===== config.mk =====
export PLATFORM = sky130hd
export DESIGN_NAME = kp_req_source_flat
export DESIGN_NICKNAME = d
export VERILOG_FILES = /design/src/rtl/kp_req_source_pkg.sv /design/src/rtl/kp_req_source_if.sv /design/src/rtl/kp_sync_fifo.sv /design/src/rtl/kp_req_source.sv /design/src/flat_wrapper.sv
export SDC_FILE = /design/constraint.sdc
export NUM_CORES = 1
export LEC_CHECK = 0
export ABC_AREA = 0
export BUFFER_PORTS_ARGS = -buffer_cell sky130_fd_sc_hd__buf_2
export CORE_MARGIN = 2
export CORE_UTILIZATION = 40
export DETAILED_ROUTE_END_ITERATION = 8
export GPL_ROUTABILITY_DRIVEN = 0
export SKIP_LAST_GASP = 1
export SLEW_MARGIN = 20
export SYNTH_ARGS = -nofsm -noshare
export SYNTH_HDL_FRONTEND = slang
export SYNTH_HIERARCHICAL = 1
export SYNTH_SLANG_ARGS = --single-unit

===== constraint.sdc =====
create_clock -name i_clk -period 5.18 [get_ports i_clk]
set_input_delay 0.259 -clock i_clk [delete_from_list [all_inputs] [get_ports i_clk]]
set_output_delay 0.259 -clock i_clk [all_outputs]
set_load 0.1 [all_outputs]

===== src/rtl/kp_req_source_pkg.sv =====
// kp_pkg: shared defaults, FSM state type and counter sizing helper for the
// kp_req_source pixel request source.
package kp_pkg;

    localparam int KP_DATA_WIDTH  = 16;
    localparam int KP_LINE_LENGTH = 480;
    localparam int KP_LINE_COUNT  = 480;
    localparam int KP_FIFO_DEPTH  = 16;

    typedef enum logic {
        SYNC = 1'b0,
        RUN  = 1'b1
    } kp_state_e;

    // Counters are at least 8 bits wide so the test pattern can always take [7:0].
    function automatic int kp_cnt_width(input int n);
        int w;
        w = (n > 1) ? $clog2(n) : 1;
        return (w < 8) ? 8 : w;
    endfunction

endpackage


===== src/rtl/kp_req_source_if.sv =====
// kp_req_source_if: upstream write port, downstream request port and status
// flags of kp_req_source. The design takes the slave modport.
interface kp_req_source_if import kp_pkg::*; #(
    parameter int DATA_WIDTH = KP_DATA_WIDTH
);

    logic [DATA_WIDTH-1:0] i_data;
    logic                  i_valid;
    logic                  i_sof;
    logic                  o_ready;
    logic                  i_req;
    logic [DATA_WIDTH-1:0] o_data;
    logic                  o_valid;
    logic                  o_sol;
    logic                  o_eol;
    logic                  o_sof;
    logic                  o_eof;
    logic                  i_clr_status;
    logic                  o_underrun;
    logic                  o_frame_err;

    modport master (
        output i_data, i_valid, i_sof, i_req, i_clr_status,
        input  o_ready, o_data, o_valid, o_sol, o_eol, o_sof, o_eof,
               o_underrun, o_frame_err
    );

    modport slave (
        input  i_data, i_valid, i_sof, i_req, i_clr_status,
        output o_ready, o_data, o_valid, o_sol, o_eol, o_sof, o_eof,
               o_underrun, o_frame_err
    );

endinterface


===== src/rtl/kp_sync_fifo.sv =====
// kp_sync_fifo: single-clock FIFO with a flush that can restart the queue
// with a same-cycle write as its only entry. Read data is the head entry
// (look-ahead), valid whenever empty is low.
module kp_sync_fifo import kp_pkg::*; #(
    parameter int DATA_WIDTH = KP_DATA_WIDTH,
    parameter int DEPTH      = KP_FIFO_DEPTH
) (
    input  logic                   clk,
    input  logic                   rstn,
    input  logic                   flush,
    input  logic                   push,
    input  logic [DATA_WIDTH-1:0]  wr_data,
    input  logic                   pop,
    output logic [DATA_WIDTH-1:0]  rd_data,
    output logic                   full,
    output logic                   empty,
    output logic [$clog2(DEPTH):0] count
);

    localparam int AW = $clog2(DEPTH);

    logic [DATA_WIDTH-1:0] mem_q [DEPTH];
    logic [DATA_WIDTH-1:0] mem_d [DEPTH];
    logic [AW-1:0]         wr_ptr_q, wr_ptr_d;
    logic [AW-1:0]         rd_ptr_q, rd_ptr_d;
    logic [AW:0]           count_q, count_d;
    logic                  do_push, do_pop;

    assign full    = (count_q == (AW+1)'(DEPTH));
    assign empty   = (count_q == '0);
    assign count   = count_q;
    assign rd_data = mem_q[rd_ptr_q];

    // Next pointers, occupancy and storage; a flush discards everything first.
    always_comb begin
        mem_d    = mem_q;
        wr_ptr_d = wr_ptr_q;
        rd_ptr_d = rd_ptr_q;
        count_d  = count_q;
        do_push  = push && !full;
        do_pop   = pop && !empty;
        if (flush) begin
            wr_ptr_d = '0;
            rd_ptr_d = '0;
            count_d  = '0;
            if (push) begin
                mem_d[0] = wr_data;
                wr_ptr_d = AW'(1);
                count_d  = (AW+1)'(1);
            end
        end else begin
            if (do_push) begin
                mem_d[wr_ptr_q] = wr_data;
                wr_ptr_d        = wr_ptr_q + AW'(1);
            end
            if (do_pop) begin
                rd_ptr_d = rd_ptr_q + AW'(1);
            end
            case ({do_push, do_pop})
                2'b10:   count_d = count_q + (AW+1)'(1);
                2'b01:   count_d = count_q - (AW+1)'(1);
                default: count_d = count_q;
            endcase
        end
    end

    // Pointer and occupancy registers.
    always_ff @(posedge clk) begin
        if (!rstn) begin
            wr_ptr_q <= '0;
            rd_ptr_q <= '0;
            count_q  <= '0;
        end else begin
            wr_ptr_q <= wr_ptr_d;
            rd_ptr_q <= rd_ptr_d;
            count_q  <= count_d;
        end
    end

    // Storage array; contents are only meaningful below the occupancy.
    always_ff @(posedge clk) begin
        mem_q <= mem_d;
    end

endmodule


===== src/rtl/kp_req_source.sv =====
// kp_req_source: buffers an upstream pixel stream and serves one pixel per
// downstream request, one cycle later, with line/frame position flags.
// Optional test pattern generator: define KP_REQ_SOURCE_TESTPAT_EN.
module kp_req_source import kp_pkg::*; #(
    parameter int DATA_WIDTH  = KP_DATA_WIDTH,
    parameter int LINE_LENGTH = KP_LINE_LENGTH,
    parameter int LINE_COUNT  = KP_LINE_COUNT,
    parameter int FIFO_DEPTH  = KP_FIFO_DEPTH
) (
    input  logic i_clk,
    input  logic i_rstn,
`ifdef KP_REQ_SOURCE_TESTPAT_EN
    input  logic i_testpat,
`endif
    kp_req_source_if.slave bus
);

    localparam int COL_W = kp_cnt_width(LINE_LENGTH);
    localparam int ROW_W = kp_cnt_width(LINE_COUNT);
    localparam logic [COL_W-1:0] LAST_COL = COL_W'(LINE_LENGTH - 1);
    localparam logic [ROW_W-1:0] LAST_ROW = ROW_W'(LINE_COUNT - 1);

    kp_state_e             state_q, state_d;
    logic [COL_W-1:0]      col_q, col_d;
    logic [ROW_W-1:0]      row_q, row_d;
    logic [DATA_WIDTH-1:0] last_q, last_d;
    logic [DATA_WIDTH-1:0] data_q, data_d;
    logic                  valid_q, valid_d;
    logic                  sol_q, sol_d, eol_q, eol_d;
    logic                  sof_q, sof_d, eof_q, eof_d;
    logic                  underrun_q, underrun_d;
    logic                  frame_err_q, frame_err_d;
    logic                  ready_en_q;

    logic                       ready, accept, at_origin, restart, pattern_on;
    logic                       underrun_set, frame_err_set;
    logic                       fifo_push, fifo_pop, fifo_flush;
    logic                       fifo_full, fifo_empty;
    logic [DATA_WIDTH-1:0]      fifo_rd_data;
    logic [$clog2(FIFO_DEPTH):0] fifo_count;
    logic                       unused_fifo_count;

    kp_sync_fifo #(
        .DATA_WIDTH (DATA_WIDTH),
        .DEPTH      (FIFO_DEPTH)
    ) u_fifo (
        .clk     (i_clk),
        .rstn    (i_rstn),
        .flush   (fifo_flush),
        .push    (fifo_push),
        .wr_data (bus.i_data),
        .pop     (fifo_pop),
        .rd_data (fifo_rd_data),
        .full    (fifo_full),
        .empty   (fifo_empty),
        .count   (fifo_count)
    );

    assign unused_fifo_count = ^fifo_count;

    assign ready     = ready_en_q && !fifo_full;
    assign accept    = bus.i_valid && ready;
    assign at_origin = (col_q == '0) && (row_q == '0);

`ifdef KP_REQ_SOURCE_TESTPAT_EN
    assign pattern_on = i_testpat;
`else
    assign pattern_on = 1'b0;
`endif

    // FSM, FIFO control, served pixel, position counters and sticky flags.
    always_comb begin
        state_d       = state_q;
        col_d         = col_q;
        row_d         = row_q;
        last_d        = last_q;
        data_d        = '0;
        valid_d       = 1'b0;
        sol_d         = 1'b0;
        eol_d         = 1'b0;
        sof_d         = 1'b0;
        eof_d         = 1'b0;
        underrun_d    = underrun_q;
        frame_err_d   = frame_err_q;
        fifo_push     = 1'b0;
        fifo_pop      = 1'b0;
        fifo_flush    = 1'b0;
        restart       = 1'b0;
        underrun_set  = 1'b0;
        frame_err_set = 1'b0;

        if (pattern_on) begin
            state_d = RUN;
        end

        if ((state_q == SYNC) && !pattern_on) begin
            if (accept && bus.i_sof) begin
                fifo_push = 1'b1;
                restart   = 1'b1;
                state_d   = RUN;
            end
        end else if (accept) begin
            fifo_push = 1'b1;
            if (bus.i_sof && !at_origin) begin
                fifo_flush    = 1'b1;
                frame_err_set = 1'b1;
                restart       = 1'b1;
            end
        end

        if (bus.i_req) begin
            valid_d = 1'b1;
            sol_d   = (col_q == '0);
            eol_d   = (col_q == LAST_COL);
            sof_d   = (col_q == '0) && (row_q == '0);
            eof_d   = (col_q == LAST_COL) && (row_q == LAST_ROW);
            data_d  = last_q;
            if (pattern_on) begin
`ifdef KP_REQ_SOURCE_TESTPAT_EN
                data_d = DATA_WIDTH'({row_q[7:0], col_q[7:0]});
`endif
            end else if ((state_q == RUN) && !fifo_empty) begin
                fifo_pop = 1'b1;
                data_d   = fifo_rd_data;
            end else begin
                underrun_set = 1'b1;
            end
            last_d = data_d;
            if (col_q == LAST_COL) begin
                col_d = '0;
                row_d = (row_q == LAST_ROW) ? '0 : row_q + ROW_W'(1);
            end else begin
                col_d = col_q + COL_W'(1);
            end
        end

        // A new frame start overrides any advance from a same-cycle request.
        if (restart) begin
            col_d = '0;
            row_d = '0;
        end

        if (bus.i_clr_status) begin
            underrun_d  = 1'b0;
            frame_err_d = 1'b0;
        end
        if (underrun_set) begin
            underrun_d = 1'b1;
        end
        if (frame_err_set) begin
            frame_err_d = 1'b1;
        end
    end

    // State, counters and registered outputs with synchronous reset.
    always_ff @(posedge i_clk) begin
        if (!i_rstn) begin
            state_q     <= SYNC;
            col_q       <= '0;
            row_q       <= '0;
            last_q      <= '0;
            data_q      <= '0;
            valid_q     <= 1'b0;
            sol_q       <= 1'b0;
            eol_q       <= 1'b0;
            sof_q       <= 1'b0;
            eof_q       <= 1'b0;
            underrun_q  <= 1'b0;
            frame_err_q <= 1'b0;
            ready_en_q  <= 1'b0;
        end else begin
            state_q     <= state_d;
            col_q       <= col_d;
            row_q       <= row_d;
            last_q      <= last_d;
            data_q      <= data_d;
            valid_q     <= valid_d;
            sol_q       <= sol_d;
            eol_q       <= eol_d;
            sof_q       <= sof_d;
            eof_q       <= eof_d;
            underrun_q  <= underrun_d;
            frame_err_q <= frame_err_d;
            ready_en_q  <= 1'b1;
        end
    end

    assign bus.o_ready     = ready;
    assign bus.o_data      = data_q;
    assign bus.o_valid     = valid_q;
    assign bus.o_sol       = sol_q;
    assign bus.o_eol       = eol_q;
    assign bus.o_sof       = sof_q;
    assign bus.o_eof       = eof_q;
    assign bus.o_underrun  = underrun_q;
    assign bus.o_frame_err = frame_err_q;

endmodule


===== src/flat_wrapper.sv =====
// flat-port wrapper written by rule: the top's interface ports become plain ports
module kp_req_source_flat import kp_pkg::*;
#(
    parameter int DATA_WIDTH  = KP_DATA_WIDTH,
    parameter int LINE_LENGTH = KP_LINE_LENGTH,
    parameter int LINE_COUNT  = KP_LINE_COUNT,
    parameter int FIFO_DEPTH  = KP_FIFO_DEPTH
)
  (i_clk, i_rstn, bus_i_data, bus_i_valid, bus_i_sof, bus_i_req, bus_i_clr_status, bus_o_ready, bus_o_data, bus_o_valid, bus_o_sol, bus_o_eol, bus_o_sof, bus_o_eof, bus_o_underrun, bus_o_frame_err);
  kp_req_source_if #(.DATA_WIDTH(DATA_WIDTH)) bus_i ();
  input  logic i_clk;
  input  logic i_rstn;
  input wire logic [$bits(bus_i.i_data)-1:0] bus_i_data;
  input wire logic [$bits(bus_i.i_valid)-1:0] bus_i_valid;
  input wire logic [$bits(bus_i.i_sof)-1:0] bus_i_sof;
  input wire logic [$bits(bus_i.i_req)-1:0] bus_i_req;
  input wire logic [$bits(bus_i.i_clr_status)-1:0] bus_i_clr_status;
  output wire logic [$bits(bus_i.o_ready)-1:0] bus_o_ready;
  output wire logic [$bits(bus_i.o_data)-1:0] bus_o_data;
  output wire logic [$bits(bus_i.o_valid)-1:0] bus_o_valid;
  output wire logic [$bits(bus_i.o_sol)-1:0] bus_o_sol;
  output wire logic [$bits(bus_i.o_eol)-1:0] bus_o_eol;
  output wire logic [$bits(bus_i.o_sof)-1:0] bus_o_sof;
  output wire logic [$bits(bus_i.o_eof)-1:0] bus_o_eof;
  output wire logic [$bits(bus_i.o_underrun)-1:0] bus_o_underrun;
  output wire logic [$bits(bus_i.o_frame_err)-1:0] bus_o_frame_err;
  assign bus_i.i_data = bus_i_data;
  assign bus_i.i_valid = bus_i_valid;
  assign bus_i.i_sof = bus_i_sof;
  assign bus_i.i_req = bus_i_req;
  assign bus_i.i_clr_status = bus_i_clr_status;
  assign bus_o_ready = bus_i.o_ready;
  assign bus_o_data = bus_i.o_data;
  assign bus_o_valid = bus_i.o_valid;
  assign bus_o_sol = bus_i.o_sol;
  assign bus_o_eol = bus_i.o_eol;
  assign bus_o_sof = bus_i.o_sof;
  assign bus_o_eof = bus_i.o_eof;
  assign bus_o_underrun = bus_i.o_underrun;
  assign bus_o_frame_err = bus_i.o_frame_err;
  kp_req_source #(.DATA_WIDTH(DATA_WIDTH), .LINE_LENGTH(LINE_LENGTH), .LINE_COUNT(LINE_COUNT), .FIFO_DEPTH(FIFO_DEPTH)) u_core (.i_clk(i_clk), .i_rstn(i_rstn), .bus(bus_i));
endmodule

==> reports/qor.yml <==
status: "completed"
fin_crit_sh_pct: 75.7
cts_resized: 0
grt_pass1_vias: 6890
synth_top_cell_area_share_pct: 59.1
required_ns: 5.29
layout-drive-gt1-share_pct: 23.0
drtIter0Drc: 638
clock-skew-final_ns: 0.0165
period_needed_ns: 3.92
root_buffer: "clkbuf_16"
drc: 0
dieArea_um2: 34000
fin_util_pct: 45.8
clk_latency_ns: 0.51
syn_area_um2: 13000
die_h_um: 184
synthesis.nets: 827
antenna_found_initial: 0
slew-limit-headroom_pct: 32.3
rr_worst_depth: 7
cp-start-kind: "register"
seq_area_frac_synth_pct: 70.1
clkTransAtPathRegs_ns: 0.05
clkSinkCount: 328
cts_setup_buffers: 0
avgSynthCellArea_um2: 16.4
grt_pass1_wl_um: 42200
synth_edf_count: 256
ir_drop_uv: 177
r2r_slack_ns: 1.26
portBuffers: 45
hold_ws_ns: 0.0487
ant_nets: 0
cp_max_fo: 16
yosys_warnings: 6
synth_most_common_cell: "edfxtp_1"
n_antenna_cell: 0
cp-endpoint: "u_core/u_fifo/mem_q[108]"
core_um2: 32300
power_density_nw_per_um2: 360
reg2reg_to: "u_core/u_fifo/mem_q[108]"
pwr-share-clk_pct: 44.1
syn_inst: 792
rsz0062_at_grt: "no"
hold_viol: 0
routedWlPerCell_um: 21.6
final-setup-viol-count: 0
drv_cap: 0
grt_max_degree: 40
tightest_slew_ns: 1.02
numCtsBuffers: 35
vias_per_cell: 5.41
wl_met3_um: 1580
regToRegStartpoint: "u_core/u_fifo/count[1]"
h-tree-depth: 2
synthTopCellsByArea: "edfxtp_1 (59%), dfxtp_1 (11%), mux4_2 (11%), a22oi_1 (1.9%), nand2_1 (1.8%)"
crit_start: "u_core/u_fifo/count[1]"
cts_hold_buf: 0
cts_tree: "done"
maxSlewViolCount: 0
path_class: "register to register"
dr_wl_met2_um: 13900
switching_share_pct: 20.2
vias: 7065
ys_ff_latch: 328
num_rows: 66
tns_ns: 0
dp_hpwl_um: 17400
p_int_uw: 4250
grt_overflow: 0
dr.pass1.iters: 5
seq_power_share_pct: 53.5
nets: 876
max_freq_mhz: 255
synth_ff_type: "edfxtp_1"
cts_max_path_buffers: 3
syn_to_final_growth_pct: 13.7
power_switching_uw: 1080
wl_um: 28200
synth_common_cells: "edfxtp_1 (256), dfxtp_1 (72), mux4_2 (64), nand2_1 (61), nor2_1 (37)"
wl_met1_um: 12200
combPwrFrac_pct: 2.4
cp-end-kind: "register"
synthDistinctLibCells: 62
synth-async-reset-ratio_pct: 0
die_w_um: 184
grt_usage_pct: 16.9
ioPinCount: 46
start_util_pct: 40.3
hold_path_class: "input pin to register"
highest_layer: "met4"
yosys.area.top_type: "edfxtp_1"
leakagePower_uw: 0.00492
worst_ep_arrival_time_ns: 4.04
[cell usage in the layout, fill, tap and decap left out, types with 5 or more instances in the layout]
cell type,count
nand4_1,7
a22oi_1,33
clkinv_2,5
a211oi_1,5
nor3_1,10
nor2_1,25
and3_1,5
a21o_1,18
clkbuf_16,36
buf_2,45
inv_1,17
nand2b_1,7
o211ai_1,5
nor4_1,6
edfxtp_1,256
a21oi_1,28
ha_1,12
nor2b_1,26
and2_1,5
buf_4,11
nand3_1,7
xnor2_1,10
o21ai_0,5
clkinv_1,5
nor2_2,12
clkbuf_1,6
mux4_2,64
dfxtp_1,70
nand2_1,61
[power groups by stage]
stage | logic, uW | registers [uW] | clock network, uW
detailed placement | 132 | 2900 | 0
global route | 141 | 2850 | 2510
CTS | 132 | 2850 | 2400
finish | 129 | 2850 | 2350
global placement | 130 | 2900 | 0
floorplan | 51.9 | 2920 | 0
[metal layers]
layer | vias to the layer above | track usage (%)
met1 | 3646 | 23.6
met4 | 0 | 4.51
met3 | 42 | 2.65
li1 | 3181 | -
met2 | 196 | 27.8
met5 | - | 0
[worst min path at each step]
stage | startpoint | to | cells past startpoint
floorplan | i_rstn | u_core/ready_en_q | 0
global placement | u_core/last_q[1] | u_core/last_q[1] | 1
detailed placement | u_core/last_q[7] | u_core/last_q[7] | 1
CTS | i_rstn | u_core/ready_en_q | 1
global route | i_rstn | u_core/ready_en_q | 1
finish | i_rstn | u_core/ready_en_q | 1
[sequential cells by signal, indices dropped and copies added, names as in the netlist]
register	count
u_core/state_q	1
u_core/u_fifo/mem_q	256
u_core/bus.o_underrun	1
u_core/bus.o_valid	1
u_core/u_fifo/rd_ptr_q	4
u_core/bus.o_sol	1
u_core/bus.o_sof	1
u_core/bus.o_eol	1
u_core/last_q	16
u_core/bus.o_frame_err	1
u_core/ready_en_q	1
u_core/bus.o_eof	1
u_core/bus.o_data	16
u_core/u_fifo/count	5
u_core/col_q	9
u_core/u_fifo/wr_ptr_q	4
u_core/row_q	9
[cells by family after synthesis]
group | Yosys count | synth area share, %
xor gates and xnor gates | 14 | 0.942
AOI/OAI and AO/OA | 116 | 6.42
buffers and inverters | 61 | 2.16
muxes | 68 | 11.4
and+or+nand+nor | 192 | 7.66
adders and majority gates | 13 | 1.31
DFF | 328 | 70.1
[worst max-delay path: stages, from the launching register on]
cell and delay [ns]:
dfxtp_1 0.38, or4_1 0.68, nor2_1 0.25, nor2_1 0.11
and3_1 0.34, a211oi_1 0.62, nand2_1 0.32, nor2_2 0.82
[layout make-up]
type,count,area (um^2)
multi-input combinational,403,3650
sequential,328,9130
tap,442,553
clock inverter,14,106
inverter,17,63.8
clock buffer,46,978
fill,2791,17500
timing repair buffer,56,308
[through the flow]
stage | instance area, um^2 | setup slack [ns] | total power, uW | std cells
2_1_floorplan | 13000 | 0.336 | 2970 | 792
3_3_place_gp | 13700 | 1.35 | 3030 | 1246
3_5_place_dp | 13700 | 1.26 | 3040 | 1246
4_1_cts | 14800 | 1.21 | 5380 | 1306
5_1_grt | 14800 | 1.03 | 5500 | 1306
6_report | 14800 | 1.26 | 5330 | 1306
Note: power is estimated with default switching activity, not from simulation.
